==> config.mk <==
export PLATFORM = sky130hd
export DESIGN_NAME = sha256_frame_padder
export DESIGN_NICKNAME = d
export VERILOG_FILES = /design/src/rtl/sha256_frame_padder_pkg.sv /design/src/rtl/sha256_word_packer.sv /design/src/rtl/sha256_frame_padder.sv
export SDC_FILE = /design/constraint.sdc
export NUM_CORES = 1
export LEC_CHECK = 0
export ABC_CLOCK_PERIOD_IN_PS = 15300
export BUFFER_PORTS_ARGS = -buffer_cell sky130_fd_sc_hd__buf_2
export CAP_MARGIN = 30
export CORE_MARGIN = 2
export CORE_UTILIZATION = 50
export CTS_CLUSTER_SIZE = 25
export DETAILED_ROUTE_END_ITERATION = 8
export PLACE_DENSITY = 0.66
export SLEW_MARGIN = 20
export SYNTH_ARGS = -nofsm -noshare
export SYNTH_HDL_FRONTEND = slang
export SYNTH_SLANG_ARGS = --single-unit
==> constraint.sdc <==
create_clock -name clk -period 15.3 [get_ports clk]
set_clock_uncertainty 0.15 [all_clocks]
set_input_delay 3.06 -clock clk [delete_from_list [all_inputs] [get_ports clk]]
set_output_delay 3.06 -clock clk [all_outputs]
set_load 0.01 [all_outputs]
==> src/rtl/sha256_frame_padder_pkg.sv <==
// sha256_frame_padder_pkg: shared FSM state, padding constants and error bit positions
// Contents: state_t (IDLE/HDR/DATA/PAD/BITLEN), PAD_BYTE, PAD_THRESH, LEN_BITS_W,
// ERR_TIMEOUT/ERR_OVERFLOW bit indices, total_words() block-count helper.
package sha256_frame_padder_pkg;
  typedef enum logic [2:0] {IDLE, HDR, DATA, PAD, BITLEN} state_t;
  localparam logic [7:0] PAD_BYTE = 8'h80;
  localparam int PAD_THRESH = 56;
  localparam int LEN_BITS_W = 64;
  localparam int ERR_TIMEOUT = 0;
  localparam int ERR_OVERFLOW = 1;
  // Words in the whole padded message: 16 per block, one extra block when the
  // 0x80 marker plus the 8-byte length no longer fit behind the tail bytes.
  function automatic logic [31:0] total_words(input logic [31:0] len);
    return {{2'b0, len[31:6]} + ((len[5:0] >= 6'(PAD_THRESH)) ? 28'd2 : 28'd1), 4'b0};
  endfunction
endpackage

==> src/rtl/sha256_word_packer.sv <==
// sha256_word_packer: byte-to-word shift register plus one-word holding register
// Ports: clk/rst; clr discards partial bytes and the held word; byte_vld/byte_in feed
// message bytes; ld/ld_word load a generated word; ack = held word accepted;
// word_out/word_valid = held word; part_word = pending bytes left-justified;
// nbytes = pending byte count; full = this byte completes a word.
module sha256_word_packer (
  input  logic        clk,
  input  logic        rst,
  input  logic        clr,
  input  logic        byte_vld,
  input  logic [7:0]  byte_in,
  input  logic        ld,
  input  logic [31:0] ld_word,
  input  logic        ack,
  output logic [31:0] word_out,
  output logic        word_valid,
  output logic [31:0] part_word,
  output logic [1:0]  nbytes,
  output logic        full
);
  logic [23:0] sr_q, sr_d;
  logic [1:0]  n_q, n_d;
  logic [31:0] hold_q, hold_d;
  logic        vld_q, vld_d;
  always_comb begin
    full      = byte_vld && n_q == 2'd3;
    sr_d      = clr ? 24'b0 : byte_vld ? {sr_q[15:0], byte_in} : sr_q;
    n_d       = clr ? 2'd0 : byte_vld ? n_q + 2'd1 : n_q;
    hold_d    = full ? {sr_q, byte_in} : ld ? ld_word : hold_q;
    vld_d     = clr ? 1'b0 : (full || ld) ? 1'b1 : ack ? 1'b0 : vld_q;
    part_word = n_q == 2'd0 ? 32'b0 : {sr_q, 8'b0} << {2'd3 - n_q, 3'b0};
  end
  always_ff @(posedge clk) begin
    if (rst) begin
      sr_q   <= '0;
      n_q    <= '0;
      hold_q <= '0;
      vld_q  <= 1'b0;
    end else begin
      sr_q   <= sr_d;
      n_q    <= n_d;
      hold_q <= hold_d;
      vld_q  <= vld_d;
    end
  end
  assign word_out   = hold_q;
  assign word_valid = vld_q;
  assign nbytes     = n_q;
endmodule

==> src/rtl/sha256_frame_padder.sv <==
// sha256_frame_padder: turns length-prefixed UART frames into SHA-256 padded 32-bit words
// Ports: clk/rst; rx_dv_in/rx_byte_in = received byte strobe; word_ready_in = core accept;
// word_out/word_valid_out/word_idx_out/block_last_out = word stream; abort_out = frame
// discarded pulse; err_out = sticky {overflow, timeout}; busy_out = not IDLE.
module sha256_frame_padder
  import sha256_frame_padder_pkg::*;
#(
  parameter int LEN_BYTES   = 2,
  parameter int TIMEOUT_CYC = 100000
) (
  input  logic        clk,
  input  logic        rst,
  input  logic        rx_dv_in,
  input  logic [7:0]  rx_byte_in,
  input  logic        word_ready_in,
  output logic [31:0] word_out,
  output logic        word_valid_out,
  output logic [3:0]  word_idx_out,
  output logic        block_last_out,
  output logic        abort_out,
  output logic [1:0]  err_out,
  output logic        busy_out
);
  state_t state_q, state_d;
  logic [31:0] len_q, len_d, msg_q, msg_d, idle_q, idle_d, acc_q, acc_d;
  logic [2:0]  hdr_q, hdr_d;
  logic [1:0]  err_q, err_d;
  logic        abort_q, abort_d, first_q, first_d;
  logic        clr, ld, full, hold_vld, accept, room, in_frame, timeout, overflow;
  logic [31:0] ld_word, hold_word, part_word, pad_word, len_nxt, total, gen;
  logic [1:0]  nbytes;
  logic [LEN_BITS_W-1:0] len_bits;
  sha256_word_packer u_packer (
    .clk(clk), .rst(rst), .clr(clr), .byte_vld(state_q == DATA && rx_dv_in),
    .byte_in(rx_byte_in), .ld(ld), .ld_word(ld_word), .ack(word_ready_in),
    .word_out(hold_word), .word_valid(hold_vld), .part_word(part_word),
    .nbytes(nbytes), .full(full)
  );
  always_comb begin
    total    = total_words(len_q);
    gen      = acc_q + 32'(hold_vld);
    accept   = hold_vld && word_ready_in;
    room     = !hold_vld || word_ready_in;
    len_bits = LEN_BITS_W'(len_q) << 3;
    len_nxt  = {len_q[23:0], rx_byte_in};
    pad_word = part_word | (32'(PAD_BYTE) << (5'd24 - {nbytes, 3'b0}));
    in_frame = state_q == HDR || state_q == DATA;
    timeout  = in_frame && !rx_dv_in && idle_q + 32'd1 == 32'(TIMEOUT_CYC);
    overflow = full && hold_vld && !word_ready_in;
    state_d  = state_q;
    len_d    = len_q;
    hdr_d    = hdr_q;
    msg_d    = msg_q;
    idle_d   = (rx_dv_in || !in_frame) ? 32'd0 : idle_q + 32'd1;
    acc_d    = acc_q + 32'(accept);
    err_d    = err_q;
    abort_d  = 1'b0;
    first_d  = first_q;
    clr      = 1'b0;
    ld       = 1'b0;
    ld_word  = 32'b0;
    case (state_q)
      IDLE: if (rx_dv_in) begin
        len_d   = {24'b0, rx_byte_in};
        hdr_d   = 3'd1;
        msg_d   = '0;
        acc_d   = '0;
        err_d   = '0;
        first_d = 1'b1;
        clr     = 1'b1;
        state_d = LEN_BYTES == 1 ? (rx_byte_in == 8'd0 ? PAD : DATA) : HDR;
      end
      HDR: if (rx_dv_in) begin
        len_d = len_nxt;
        hdr_d = hdr_q + 3'd1;
        if (32'(hdr_q) == LEN_BYTES - 1) state_d = len_nxt == 32'd0 ? PAD : DATA;
      end
      DATA: if (rx_dv_in) begin
        msg_d = msg_q + 32'd1;
        if (msg_d == len_q) state_d = PAD;
      end
      // Only the first padding word carries the tail bytes and the 0x80 marker.
      PAD: if (room) begin
        ld      = 1'b1;
        ld_word = first_q ? pad_word : 32'b0;
        first_d = 1'b0;
        if (gen == total - 32'd3) state_d = BITLEN;
      end
      BITLEN: begin
        if (room && gen != total) begin
          ld      = 1'b1;
          ld_word = gen == total - 32'd2 ? len_bits[63:32] : len_bits[31:0];
        end
        if (accept && acc_q == total - 32'd1) state_d = IDLE;
      end
      default: state_d = IDLE;
    endcase
    if (timeout || overflow) begin
      state_d = IDLE;
      err_d[ERR_TIMEOUT]  = err_q[ERR_TIMEOUT] | timeout;
      err_d[ERR_OVERFLOW] = err_q[ERR_OVERFLOW] | overflow;
      abort_d = 1'b1;
      clr     = 1'b1;
      acc_d   = '0;
    end
  end
  always_ff @(posedge clk) begin
    if (rst) begin
      state_q <= IDLE;
      len_q   <= '0;
      hdr_q   <= '0;
      msg_q   <= '0;
      idle_q  <= '0;
      acc_q   <= '0;
      err_q   <= '0;
      abort_q <= 1'b0;
      first_q <= 1'b0;
    end else begin
      state_q <= state_d;
      len_q   <= len_d;
      hdr_q   <= hdr_d;
      msg_q   <= msg_d;
      idle_q  <= idle_d;
      acc_q   <= acc_d;
      err_q   <= err_d;
      abort_q <= abort_d;
      first_q <= first_d;
    end
  end
  assign word_out       = hold_word;
  assign word_valid_out = hold_vld;
  assign word_idx_out   = acc_q[3:0];
  assign block_last_out = hold_vld && acc_q >= total - 32'd16;
  assign abort_out      = abort_q;
  assign err_out        = err_q;
  assign busy_out       = state_q != IDLE;
endmodule

## Word-level counts from Yosys, hierarchy flattened

Cells that the tools add are included.
W data, S select, Z words.

| storage, ports and cells | value |
|---|---|
| flip-flop bits (word level) | 197 |
| word-level logic and storage cells | 135 |
| input bits | 12 |
| output and inout bits | 42 |

| operators by class | value |
|---|---|
| reduce and logical (&&, ||, !) cells | 38 |
| eq/ne operators | 20 |
| bitwise operators | 3 |
| add/subtract/negate cells | 13 |
| magnitude comparators | 2 |
| shifts and indexed selects | 2 |
| mux-type cells | 44 |

Operator list:

| operator | count |
|---|---|
| $mux W32 | 13 |
| $pmux W32 S2 | 3 |
| $eq A32 B32 Y1 | 4 |
| $add A32 B1 Y32 | 2 |
| $add A32 B1 Y32 const B | 2 |
| $sub A31 B2 Y32 const B | 2 |
| $eq A32 B17 Y1 const B | 1 |
| $ge A32 B32 Y1 | 1 |
| $logic_not A32 Y1 | 1 |
| $ne A32 B31 Y1 | 1 |
| $or A32 B32 Y32 | 1 |
| $shl A32 B5 Y32 | 1 |
| $shl A8 B5 Y32 const A | 1 |
| $sub A31 B1 Y32 const B | 1 |
| $sub A31 B5 Y32 const B | 1 |
| $add A26 B2 Y27 | 1 |
| $mux W3 | 9 |
| $pmux W3 S5 | 1 |
| $reduce_bool A2 Y1 | 7 |
| $ne A2 B2 Y1 const B | 6 |
| $mux W1 | 11 |
| $logic_and A1 B1 Y1 | 10 |
| $reduce_and A3 Y1 | 3 |
| $mux W2 | 4 |
| 21 further kinds | 35 |

## Depth between registers and ports, before layout

Gate-level depths: netlist of run 1.

| depth | value |
|---|---|
| word-level depth | 10 |
| depth in mapped cells | 25 |
| mapped depth without buffers | 22 |

## Cells and area by module

Synthesis of run 1 repeated with hierarchy kept, for this count alone.

| unflattened totals | value |
|---|---|
| cells, all modules | 1862 |
| area total of the unflattened synthesis | 14784.2 µm² |

Modules (own cells, without submodules):

| module | sequential area each (µm²) | cells each | area each (µm²) | instances |
|---|---|---|---|---|
| sha256_frame_padder | 2762.6 | 1556 | 11712.5 | 1 |
| sha256_word_packer | 1181.1 | 306 | 3071.7 | 1 |

## Least setup slack after synthesis of run 1

OpenSTA, ideal clock, no wires.

| path | value |
|---|---|
| path kind | reg-to-output |
| start | reg len_q[5] |
| end | out block_last_out |
| slack | 7.485 ns |
| data arrival time | 4.605 ns |
| buffers on the path | 2 |
| cell stages (with the launch flop) | 25 |
| required time | 12.090 ns |
| cells stage by stage | dfxtp_1 and3_1 inv_1 ha_1 fa_1 buf_4 or3_1 o21ai_0 nand3_1 or4_4 buf_6 nor2_1 xor2_1 ha_1 a21o_1 a21o_1 a21o_1 a21o_1 a21oi_1 nor2b_1 o21ai_0 nand2_1 a21oi_1 o21ai_0 and3_1 |

| between the ends | value |
|---|---|
| longest elaborated chain between the ends | 6 |

Ends and longest elaborated chain:

| what | RTL line | source |
|---|---|---|
| start, declared | sha256_frame_padder.sv:25 | `logic [31:0] len_q, len_d, msg_q, msg_d, idle_q, idle_d, acc_q, acc_d;` |
| start signal, assigned | sha256_frame_padder.sv:120 | `len_q <= len_d;` |
| $ge A6 B6 Y1 | sha256_frame_padder_pkg.sv:14 | `return {{2'b0, len[31:6]} + ((len[5:0] >= 6'(PAD_THRESH)) ? 28'd2 : 28'd1), 4'b0};` |
| $mux W2 | sha256_frame_padder_pkg.sv:14 |  |
| $add A26 B2 Y27 | sha256_frame_padder_pkg.sv:14 |  |
| $sub A31 B5 Y32 | sha256_frame_padder.sv:133 | `assign block_last_out = hold_vld && acc_q >= total - 32'd16;` |
| $ge A32 B32 Y1 | sha256_frame_padder.sv:133 |  |
| $logic_and A1 B1 Y1 | sha256_frame_padder.sv:133 |  |
| end, declared | sha256_frame_padder.sv:19 | `output logic block_last_out,` |

Every way passes these cells.

## Worst setup path after layout of run 1

Ends and elaborated chain as after synthesis.

==> flow_summary.ini, run 1 <==
[outcome]
outcome = complete, no violations

[synthesis]
synthesis.area_mm2 = 0.0143
synth_cell_type_count = 87
synth_common_cells = 221 x nor2_1, 210 x nand2_1, 197 x dfxtp_1, 128 x xnor2_1, 121 x a21oi_1
synth_warnings = 0
post-synth-top-count-cell = nor2_1
synth-main-ff-cell = dfxtp_1
synth.area.top_cells = dfxtp_1 27%, xnor2_1 7.8%, nor2_1 5.8%
synth_edf_count = 0
synthArstFlopShare_pct = 0
syn_area_per_cell_um2 = 7.57
synthCells = 1894
netlist.area_leader.share_pct = 27.5
yosys.area.top_type = dfxtp_1
synth_fp_nets = 1949
yosysSeqAreaShare_pct = 27.5
synth_seq_cells = 197

[worst_setup_path]
crit_type = reg2out
cp-startpoint = len_q[5]
endpoint_kind = output port
worstReg2RegStart = len_q[5]
critPathMaxFanout = 11
critPathArrivalTime_ns = 5.89
start_kind = register
critPathRequiredTime_ns = 12.09

[drt]
drtPass1Iterations = 8
num_vias = 14200
routed_via_density = 6.29
drt_iter0_drc = 1812
drtAntennaViolNets = 0
drc = 0
wl_per_cell_um = 20.4
routed_wl_mm = 45.9

[clocking]
clk_path_buf_depth = 2
cts_sinks = 197
post_cts_buffers = 0
insertion_delay_ns = 0.46
post_cts_resized = 0
h-tree-depth = 4
ctsHoldBuffers = 0
clk_pin_slew_worst_paths_ns = 0.09
numCtsBuffers = 17
root_buffer = clkbuf_16
tritoncts = built

[sta]
tightest_slew_ns = 0.970
tns_ns = 0
rsz0062_at_grt = no
post-route-period-util_pct = 59.5
period_needed_ns = 9.10
slew_headroom_pct = 35.1
timing.fmax_mhz = 110
hold_viol_final = 0
report.final.slew_viol_count = 0
finalSetupViolCount = 0

[power_and_ir_drop]
seqPwrFrac_pct = 46.3
p_sw_share_pct = 30.6
p_leak_nw = 5.46
p_per_area_mw_per_mm2 = 74.2
pwr-share-clk_pct = 41.1
power.switching_uw = 349
power_frac_comb_pct = 12.6
vdd_ir_drop_max_mv = 0.0859
p_int_uw = 789

[die]
fp.dieW_um = 173
start_util_pct = 50.4
core_area_mm2 = 0.0285
rows = 62
ioPinCount = 54
die_area_mm2 = 0.0301
die_y_um = 173

[grt]
grt_max_degree = 80
gr-usage-all-layers_pct = 30.2
grt_pass1_wl_mm = 72.4
antenna_found_initial = 2
grt_pass1_vias = 12900
grt-ovfl-total = 0

[final_layout]
fin_nets = 1909
area_growth_syn_to_layout_pct = 6.87
drive_gt1_share_pct = 8.84
regArea_mm2 = 0.00394
fin_util_pct = 53.8
multi_input_area_mm2 = 0.00975
num-fill-cells = 2771

[hold_path]
min_from = err_out[0]
hp-class = reg2reg

[placed_design]
gp_routability_congestion = 0.954
dpl.hpwl_mm = 33.7
port_buffers = 53

[run]
drv_cap = 0
## state kept, by name (all words and copies together), names as in the netlist
signal and cells:
abort_out 1, acc_q 32, err_out 2, first_q 1
hdr_q 3, idle_q 32, len_q 32, msg_q 32
state_q 3, u_packer.nbytes 2, u_packer.sr_q 24, u_packer.word_out 32
u_packer.word_valid 1
## power by group through the flow
stage / registers, mW / logic [mW] / clock network (mW)
final: 0.527 / 0.143 / 0.468
after global routing: 0.528 / 0.156 / 0.494
after global placement: 0.538 / 0.138 / 0
after detailed placement: 0.539 / 0.141 / 0
after CTS: 0.527 / 0.141 / 0.477
after floorplan: 0.535 / 0.100 / 0
## worst paths after layout
kind                         end  slack (ns)  cells past startpoint
hold reg to reg       err_out[0]        0.32                      2
setup / recovery  block_last_out        6.20                     21
hold / removal        err_out[0]        0.32                      2
setup reg to reg      state_q[2]        8.94                     19
## critical path, cell delays in order, from the launching register on
cell	delay, ns
dfxtp_1	0.48
and3_1	0.33
inv_1	0.07
ha_1	0.23
fa_1	0.54
and3_2	0.34
nand4_1	0.11
xor2_1	0.35
nand3_1	0.45
nor4_4	0.56
nand3_1	0.24
mux2i_1	0.34
xnor2_1	0.11
ha_1	0.20
a21o_1	0.15
a21o_1	0.18
nor2_1	0.08
nand3_1	0.07
a21oi_1	0.12
o21ai_0	0.09
and3_1	0.20
buf_2	0.15
## cells in the final DEF (no fill, tap or decap), types with 9 or more instances in the layout
master,count
or3_1,19
nand3_1,99
or4_1,16
buf_2,53
mux2_2,11
xnor2_1,128
and3_1,21
a31oi_1,14
a21o_1,29
a22o_1,9
nor3_1,54
dfxtp_1,197
and4_1,9
buf_4,17
clkbuf_16,17
nor2_1,220
mux2i_1,24
a22oi_1,25
inv_1,31
o22ai_1,23
xor2_1,78
o21ai_0,65
nand2b_1,12
nor4_1,36
nand4_1,59
ha_1,42
nand2_1,210
or4b_2,10
a21oi_1,121
o211ai_1,9
and2_1,16
## kinds of logic (layout without fill, tap and decap cells)
group / count (synthesis) / in the layout / synth area share, %
and+or+nand+nor: 856 / 856 / 30.2
AOI/OAI and AO/OA: 388 / 388 / 17.6
xor gates and xnor gates: 212 / 212 / 13.5
DFF: 197 / 197 / 27.5
buffers and inverters: 163 / 136 / 4.78
adders and majority gates: 43 / 43 / 3.80
muxes: 35 / 35 / 2.54
other: 0 / 1 / 0
## stage by stage
stage / cells / total power, mW / area (um2) / hold slack [ns] / setup slack, ns
after CTS: 2250 / 1.14 / 15300 / 0.328 / 6.29
final: 2252 / 1.14 / 15300 / 0.321 / 6.20
after global placement: 2215 / 0.677 / 14700 / 0.301 / 6.86
after floorplan: 1894 / 0.636 / 14300 / 0.296 / 7.48
after detailed placement: 2218 / 0.679 / 14700 / 0.310 / 6.78
after global routing: 2251 / 1.18 / 15300 / 0.348 / 5.68
## layout make-up
cell class / instances / share of cell area (%)
multi-input cells: 1534 / 63.6
inverters: 31 / 0.759
well taps: 384 / 3.13
repair buffers: 73 / 2.84
clock buffers: 18 / 2.80
diodes: 1 / 0.0163
clock inverters: 14 / 1.14
flip-flops and latches: 197 / 25.7
## layer usage
metal | global-route usage (%) | routed length [um]
met4 | 12.6 | 1650
met3 | 5.90 | 3660
met1 | 41.5 | 20400
met5 | 0 | 13
met2 | 46.5 | 20100
(Power assumes the default switching activity.)
==> run 2: changes to the inputs <==
Settings changed: ABC_AREA set to 1, ABC_CLOCK_PERIOD_IN_PS 15300 to 9100.
Clock period 15.3 ns to 9.1 ns, I/O delays scaled along.
==> flow_summary.ini, run 2 <==
[sta]
slew_headroom_pct = 44.0
finalSetupViolCount = 0
setup_ws_ns = 1.24
tns_ns = 0
timing.fmax_mhz = 127
rsz0062_at_grt = no
tightest_slew_ns = 0.834
report.final.slew_viol_count = 0
post-route-period-util_pct = 86.4
hold_ws_ns = 0.311
period_needed_ns = 7.86
hold_viol_final = 0

[die]
start_util_pct = 50.6
fp.dieW_um = 177
ioPinCount = 54
die_y_um = 177
rows = 63
core_area_mm2 = 0.0296
die_area_mm2 = 0.0313

[synthesis]
synthCells = 2493
synth_edf_count = 0
synthesis.area_mm2 = 0.0150
synth-main-ff-cell = dfxtp_1
synth_fp_nets = 2548
syn_area_per_cell_um2 = 6.00
yosysSeqAreaShare_pct = 26.4
synth_cell_type_count = 49
synth_common_cells = 692 x nand2_1, 379 x nor2_1, 308 x inv_1, 197 x dfxtp_1, 180 x nand3_1
synth.area.top_cells = dfxtp_1 26%, nand2_1 17%, nor2_1 9.5%
synthArstFlopShare_pct = 0
netlist.area_leader.share_pct = 26.4
synth_warnings = 0
yosys.area.top_type = dfxtp_1
post-synth-top-count-cell = nand2_1
synth_seq_cells = 197

[placed_design]
dpl_worst_slack_ns = 1.82
dpl.hpwl_mm = 38.8
port_buffers = 53
dpl-instance-area_mm2 = 0.0155
gp_routability_congestion = 0.945

[worst_setup_path]
crit_family = simple AND/OR/NAND/NOR gates
cpMostUsedCell = inv_1
crit_type = reg2out
start_kind = register
critPathMaxFanout = 5
critPathRequiredTime_ns = 7.13
worst-path-buf-inv = 7
critPathArrivalTime_ns = 5.89
endpoint_kind = output port
slowest_delay_ns = 0.50
crit_slowest_cell = nor3_1

[grt]
grt_max_degree = 70
grt-ovfl-total = 0
grt_pass1_wl_mm = 78.3
grt_pass1_vias = 14500
antenna_found_initial = 0
gr-usage-all-layers_pct = 32.0

[power_and_ir_drop]
finalPower_mw = 3.15
seqPwrFrac_pct = 34.8
p_per_area_mw_per_mm2 = 196
p_int_mw = 1.74
vdd_ir_drop_max_mv = 0.152
p_leak_nw = 6.68
p_sw_share_pct = 45.0
power.switching_mw = 1.42
power_frac_comb_pct = 40.9
pwr-share-clk_pct = 24.4

[clocking]
post_cts_buffers = 0
numCtsBuffers = 17
clk_path_buf_depth = 2
h-tree-depth = 4
root_buffer = clkbuf_16
insertion_delay_ns = 0.47
cts_sinks = 197
post_cts_resized = 0
clk_pin_slew_worst_paths_ns = 0.07
ctsHoldBuffers = 0
tritoncts = built

[final_layout]
drive_gt1_share_pct = 6.20
fin_nets = 2558
fin_area_mm2 = 0.0161
final_common_cell = nand2_1
area_growth_syn_to_layout_pct = 7.44
layout_common_cells = 691 x nand2_1, 378 x nor2_1, 308 x inv_1
antenna_cells = 0

[drt]
drtAntennaViolNets = 0
drtPass1Iterations = 6
num_vias = 15900
wl_per_cell_um = 17.2
routed_wl_mm = 49.8
drt_iter0_drc = 1546
routed_via_density = 5.49
drc = 0

[hold_path]
hp-class = reg2reg

[run]
drv_cap = 0

[outcome]
outcome = complete, no violations
run 2: cell types whose count changed after synthesis, moves of 22 or more:
cell / before / now
inv_1: 31 / 308
nor2_1: 221 / 379
clkbuf_1: 92 / 51
a22oi_1: 25 / 1
nor4_1: 36 / 11
a21o_1: 29 / 1
nand4_1: 59 / 87
nand2_1: 210 / 692
nand3_1: 99 / 180
xnor2_1: 128 / 16
xor2_1: 78 / 110
mux2i_1: 24 / 0
o21ai_0: 65 / 87
run 2: worst paths after layout:
| check | from | end | slack, ns | cells past startpoint |
|---|---|---|---|---|
| hold reg to reg | err_out[0] | err_out[0] | 0.31 | 2 |
| hold / removal | err_out[0] | err_out[0] | 0.31 | 2 |
| setup reg to reg | len_q[3] | state_q[1] | 2.68 | 30 |
| setup / recovery | len_q[3] | block_last_out | 1.24 | 28 |
run 2: cell families after synthesis:
logic type               after synthesis  share of synthesized area [%]
buffers and inverters                392                           10.3
AO/OA/AOI/OAI                        264                           9.86
XOR/XNOR                             127                           7.53
AND/OR/NAND/NOR                     1470                           42.3
adder cells (fa/ha/maj)               43                           3.65
flip-flops                           197                           26.4
run 2: worst min-delay path: cells and delay by family (launching register included):
kind	cells	cell delay (ns)
buffers and inverters	1	0.05
AOI/OAI and AO/OA	1	0.05
DFF	1	0.32
run 2: power by group through the flow:
stage | Sequential, mW | Clock (mW) | Combinational [mW]
2_1_floorplan | 1.05 | 0 | 0.937
3_3_place_gp | 1.12 | 0 | 1.23
3_5_place_dp | 1.12 | 0 | 1.25
4_1_cts | 1.10 | 0.785 | 1.25
5_1_grt | 1.10 | 0.809 | 1.45
6_report | 1.10 | 0.769 | 1.29
run 2: area by class of cell:
type | count | area (um2)
clock buffers | 22 | 454
clock inverters | 10 | 115
fillers | 3137 | 13500
inverters | 318 | 1190
multi-input cells | 1904 | 9480
flip-flops and latches | 197 | 3940
well taps | 390 | 488
repair buffers | 65 | 390
run 2: metal layers:
layer  track usage (%)  up-vias  routed length, um
met3              5.48       72               3830
met2              50.2      596              22000
met5                 0        -                  0
met4              8.88        0               1110
li1                  -     8025                  -
met1              45.1     7251              22900
run 2: stage by stage:
step | util [%] | instances
2_1_floorplan | - | 2493
3_3_place_gp | 52.2 | 2871
3_5_place_dp | 52.3 | 2872
4_1_cts | 54.2 | 2904
5_1_grt | 54.3 | 2906
6_report | 54.3 | 2906
